--- src/rtl/npc_ifu.sv ---
// Instruction fetch unit: owns the PC, issues one aligned fetch per cycle into a
// 2-entry {pc, inst} FIFO, and handles redirect-with-flush and a sticky halt.
module npc_ifu #(
  parameter logic [31:0] RESET_PC = 32'h8000_0000
) (
  input  logic        clock,
  input  logic        reset_n,
  output logic        imem_ren,
  output logic [31:0] imem_raddr,
  input  logic [31:0] imem_rdata,
  input  logic        redirect_valid,
  input  logic [31:0] redirect_pc,
  input  logic        halt,
  output logic        out_valid,
  input  logic        out_ready,
  output logic [31:0] out_inst,
  output logic [31:0] out_pc
);

  typedef enum logic [1:0] {
    BOOT   = 2'd0,
    RUN    = 2'd1,
    HALTED = 2'd2
  } state_t;

  state_t      state;
  logic [31:0] pc;
  logic [31:0] fifo_pc   [2];
  logic [31:0] fifo_inst [2];
  logic        head;
  logic        tail;
  logic [1:0]  count;

  logic        flush;
  logic        pop;
  logic        fire;
  logic [31:0] redirect_target;

  // A redirect during BOOT is ignored; elsewhere it flushes and reloads the PC.
  assign flush           = redirect_valid && (state != BOOT);
  assign redirect_target = redirect_pc & ~32'h3;

  assign out_valid  = (count != 2'd0);
  assign pop        = out_valid && out_ready;
  assign fire       = (state == RUN) && !halt && !redirect_valid
                      && ((count < 2'd2) || pop);

  assign imem_ren   = fire;
  assign imem_raddr = pc;
  assign out_pc     = out_valid ? fifo_pc[head]   : 32'h0;
  assign out_inst   = out_valid ? fifo_inst[head] : 32'h0;

  always_ff @(posedge clock) begin
    if (!reset_n) begin
      state <= BOOT;
      pc    <= RESET_PC;
      head  <= 1'b0;
      tail  <= 1'b0;
      count <= 2'd0;
    end else begin
      case (state)
        BOOT:    state <= RUN;
        RUN:     if (halt) state <= HALTED;
        HALTED:  state <= HALTED;
        default: state <= BOOT;
      endcase

      if (flush) begin
        pc    <= redirect_target;
        head  <= 1'b0;
        tail  <= 1'b0;
        count <= 2'd0;
      end else begin
        if (fire) begin
          pc   <= pc + 32'd4;
          tail <= ~tail;
        end
        if (pop) head <= ~head;
        count <= count + {1'b0, fire} - {1'b0, pop};
      end
    end
  end

  // NOTE: FIFO storage has no reset; count gates every read, so stale data is never visible.
  always_ff @(posedge clock) begin
    if (fire) begin
      fifo_pc[tail]   <= pc;
      fifo_inst[tail] <= imem_rdata;
    end
  end

endmodule

--- config.mk ---
export PLATFORM = sky130hd
export DESIGN_NAME = npc_ifu
export DESIGN_NICKNAME = d
export VERILOG_FILES = /design/src/rtl/npc_ifu.sv
export SDC_FILE = /design/constraint.sdc
export NUM_CORES = 1
export LEC_CHECK = 0
export CAP_MARGIN = 20
export CORE_MARGIN = 2
export CORE_UTILIZATION = 25
export CTS_CLUSTER_DIAMETER = 100
export CTS_CLUSTER_SIZE = 40
export DETAILED_ROUTE_END_ITERATION = 8
export GPL_ROUTABILITY_DRIVEN = 0
export GPL_TIMING_DRIVEN = 0
export PLACE_DENSITY = 0.44
export SYNTH_ARGS = -nofsm -noshare
export SYNTH_HDL_FRONTEND = slang
export SYNTH_SLANG_ARGS = --single-unit
export TNS_END_PERCENT = 1
--- constraint.sdc ---
create_clock -name clock -period 9.6 [get_ports clock]
set_input_delay 1.44 -clock clock [delete_from_list [all_inputs] [get_ports clock]]
set_output_delay 1.44 -clock clock [all_outputs]
set_load 0.03 [all_outputs]
## Yosys cells after proc, flatten, opt, wreduce, memory -nomap -nowiden

Memories as Yosys holds them, arrays and structs flattened. A register that Yosys moved wholly into a read port is not among the register bits.
Index checks and enable logic that the tools add are counted.

| word-level totals | value |
|---|---|
| bits in read-only memories | 0 |
| memories kept | 2 |
| output and inout port bits | 98 |
| word-level logic and storage cells | 43 |
| bits in writable memories | 128 |
| input bits | 69 |
| flip-flop bits (word level) | 38 |
| bits in latches | 0 |

Memories:

| name | depth | width | read ports | clocked after Yosys merged registers in | wr ports | RTL line | source |
|---|---|---|---|---|---|---|---|
| fifo_inst | 2 | 32 | 1 | 1 | 1 | 29 | `logic [31:0] fifo_inst [2];` |
| fifo_pc | 2 | 32 | 1 | 1 | 1 | 28 | `logic [31:0] fifo_pc [2];` |

| cells by class | value |
|---|---|
| reductions and logical operators | 13 |
| add/subtract/negate cells | 3 |
| bitwise operators | 3 |
| multipliers | 0 |
| shift-type cells | 0 |
| order comparisons | 1 |
| muxes and demuxes | 12 |
| div/mod/pow operators | 0 |
| equality and inequality tests | 3 |

Operators with widths:

| kind | count |
|---|---|
| $mux W32 | 4 |
| $add A32 B3 Y32 const B | 1 |
| $mux W1 | 6 |
| $pmux W2 S3 | 1 |
| $reduce_bool A2 Y1 | 3 |
| $logic_and A1 B1 Y1 | 5 |
| $not A1 Y1 | 3 |
| $add A2 B1 Y2 | 1 |
| $eq A2 B1 Y1 const B | 1 |
| $eq A2 B2 Y1 const B | 1 |
| $logic_not A1 Y1 | 2 |
| $logic_not A2 Y1 | 1 |
| $lt A2 B2 Y1 const B | 1 |
| $mux W2 | 1 |
| $ne A2 B2 Y1 const B | 1 |
| $reduce_or A2 Y1 | 1 |
| $sub A2 B1 Y2 | 1 |
| $logic_or A1 B1 Y1 | 1 |

## Logic depth before layout (Yosys ltp)

| depth | value |
|---|---|
| depth in word-level cells | 6 |
| depth in mapped cells | 9 |
| depth with buffers taken out | 9 |

## Worst setup path after synthesis

OpenSTA, ideal clock, no wires.

| path | value |
|---|---|
| path kind | in2reg |
| start point | input halt |
| end point | memory fifo_inst[0][0] (enable) |
| setup time | 642 ps |
| path buffers | 0 |
| required time | 8958 ps |
| cell stages on the path | 2 |
| arrival | 7563 ps |
| setup slack | 1395 ps |
| path through | nand2b_2 -> nor4_1 |

| between the ends | value |
|---|---|
| word-level cells in the longest chain between the ends | 6 |

RTL lines:

| item | RTL line | source |
|---|---|---|
| from (decl) | 13 | `input logic halt,` |
| $logic_not A1 Y1 | 45 | `assign fire = (state == RUN) && !halt && !redirect_valid` |
| $logic_and A1 B1 Y1 (2 in series) | 45 |  |
| $logic_and A1 B1 Y1 | 46 | `&& ((count < 2'd2) \|\| pop);` |
| $mux W1 | 86 | `if (fire) begin` |
| $mux W1 (implied by the code) | 88 | `fifo_inst[tail] <= imem_rdata;` |
| to (decl) | 29 |  |

No other way between the ends.

## Final worst setup path

| path | value |
|---|---|
| start point | input out_ready |
| end point | output imem_ren |

| between the ends | value |
|---|---|
| word-level cells in the longest chain between the ends | 3 |

RTL lines:

| item | RTL line | source |
|---|---|---|
| from (decl) | 15 | `input logic out_ready,` |
| $logic_and A1 B1 Y1 | 44 | `assign pop = out_valid && out_ready;` |
| $logic_or A1 B1 Y1 | 46 |  |
| $logic_and A1 B1 Y1 | 46 |  |
| to (decl) | 8 | `output logic imem_ren,` |

No other way between the ends.

==> metrics <==
Reg clk slew, reported paths=0.06 ns; Post-CTS Resized=0; status=complete, no violations; Clock Sinks=161; Slowest cell on crit path=clkdlybuf4s50_1; critical path cell sequence=clkdlybuf4s50_1, and2b_4, nor3_2, clkdlybuf4s50_1; Post-DP Area=8907 um^2; Die Width=168.3 um; WL per Instance=17.12 um; Post-synth EDFFs=124; fin. max-slew vios=0; achievable frequency=207.5 MHz; cell taking the most area after synthesis=edfxtp_1; remaining antenna violation count=0; Post-CTS Setup Bufs=0; vias in the first global route=4655; Total Routing Usage GR=0.1274; fillers=2666; power per cell area=254.7 nW/um^2; leakage power=3.115 nW; Reg area=4464 um^2; part of the cycle the worst path needs=0.5020; Synthesis Warnings=0; Die Area=28340 um^2; asr flop ratio synth=0; Total Routed Length=18130 um; DP Cell Count=1027; synthesis-stage register bit count=161; PortBufs=159; # rows=60; Finished Core Util=0.3542; drt first pass iters=4; H-tree depth=4; WS Path Type=primary input to output pin; Clock Path Buffers=2; minimum clock period=4.820 ns; Mean Syn Cell Area=13.19 um^2; CTS tree=done; Remaining DRCs=0; share of the synthesized area in the top cell type=0.5515; Synth Flop Type=edfxtp_1; final-report hold violation count=0; sequential area share after synthesis=0.6612; final instance area=9467 um^2; Area contributors post-synth=edfxtp_1, dfxtp_1, mux2i_1; Max transition margin=0.5137; nets@finish=779; Netlist Area Pre-Place=6751 um^2; Synth-to-Final Area Change=40.21%; CP Launch Type=primary input; worst slew pin tran=0.7267 ns; most used cell, CP=clkdlybuf4s50_1; Ports=167; Worst Clk Skew=0.01283 ns; initial antenna violation count=0; CORE AREA=26730 um^2; Post-CTS Hold Fix Bufs=0; Post-Syn Instances=512; number of diodes=0; GRT overflow=0; via count=4655; Synth cell types=44; HPWL Detailed=13440 um; CP Capture Type=output pin; pin count of the biggest net entering global routing=49; Multi-input gate area=2126 um^2; Initial Util=0.2526; drt initial violations=232; first-pass GRT wire length=27230 um; reg2reg setup slack=7.22 ns; Min Hold Slack=0.5225 ns; Worst-Skew Late Latency=0.43 ns; Root Driver=clkbuf_16; endpoints failing setup=0; vias per inst=4.396; arrival time worst endpoint=3.38 ns; Req. time, crit path=8.16 ns; worst-case vdd ir drop=0.1080 mV; TNS Setup=0 ns; Max-Cap Viols=0; layout cells sized above 1=0.09889; Max stage delay on crit path=0.78 ns; unrepaired setup endpoints after global routing=false; Inserted Clock Buffers=17; Hold Crit Class=flip-flop to flip-flop; Max FO, Critical Path=6; Non-Filler Instances=1059; die height=168.3 um
-- layout make-up --
class | instances | share of cell area
clock buffer | 17 | 0.04494
tap | 341 | 0.04507
sequential | 161 | 0.4716
buffer | 30 | 0.01599
timing repair buffer | 171 | 0.1805
clock inverter | 15 | 0.01414
multi-input combinational | 316 | 0.2246
inverter | 8 | 0.003172
-- stage by stage --
step	total power [mW]	worst slack (ns)
4_1_cts	2.447	4.754
3_3_place_gp	1.782	-3.553
2_1_floorplan	1.412	1.395
5_1_grt	2.533	4.647
6_report	2.411	4.780
3_5_place_dp	1.796	4.782
-- cell usage after synthesis (8+ instances only) --
master	number
nand3_1	13
inv_1	8
nand4_1	16
a21oi_1	20
xor2_1	14
clkbuf_1	16
o21ai_0	26
edfxtp_1	124
dfxtp_1	37
nor2_1	77
nand2_1	13
xnor2_1	14
mux2i_1	66
-- flip-flops by register name, indices dropped and copies added (netlist names), named ones only --
register	count
imem_raddr	30
fifo_inst	64
tail	1
head	1
fifo_pc	60
state	2
count	2
-- layout by cell type, fill, tap and decap left out, types with 2 or more instances in the layout --
cell type	count
a211oi_1	2
a21oi_1	20
and2_1	2
and3_1	3
and4_1	3
and4_2	2
buf_2	7
buf_4	15
buf_6	3
clkbuf_1	16
clkbuf_16	17
clkdlybuf4s50_1	159
clkinv_1	3
clkinv_4	4
clkinvlp_4	3
conb_1	4
dfxtp_1	37
edfxtp_1	124
ha_1	5
inv_1	8
inv_6	4
mux2i_1	66
nand2_1	13
nand2b_1	2
nand3_1	13
nand4_1	16
nand4_2	2
nor2_1	77
nor2b_1	3
nor3_1	4
nor4_1	5
nor4_4	2
o211a_1	2
o21ai_0	26
xnor2_1	14
xor2_1	14
-- report_power, final --
| group | internal, mW | switching, mW | total, mW |
|---|---|---|---|
| clock | 0.359 | 0.284 | 0.643 |
| combinational | 0.336 | 0.500 | 0.836 |
| sequential | 0.844 | 0.0888 | 0.933 |
-- routing by layer --
layer / wire, um / GRT usage / vias up
li1: - / - / 2259
met1: 8650 / 0.1741 / 2237
met2: 8408 / 0.2016 / 141
met3: 800 / 0.02985 / 18
met4: 265 / 0.03748 / 0
met5: 0 / 0 / -
-- critical path: cells and delay by family --
kind / cells / cell delay [ns]
simple gates: 2 / 0.64
buf+inv: 2 / 1.29
-- worst paths after layout --
path | start | to | depth (start not counted)
hold / removal | head | head | 2
hold reg to reg | head | head | 2
setup reg to reg | count[1] | count[1] | 9
setup / recovery | out_ready | imem_ren | 4
-- cells by family after synthesis --
kind of cell	Yosys count	synth area share
DFF	161	0.6612
and+or+nand+nor	158	0.1218
muxes	67	0.1001
AOI/OAI and AO/OA	54	0.04392
buffers and inverters	38	0.02687
xor gates and xnor gates	28	0.03632
adders and majority gates	5	0.009266
other	1	0.0005554
Note: power is estimated with default switching activity, not from simulation.
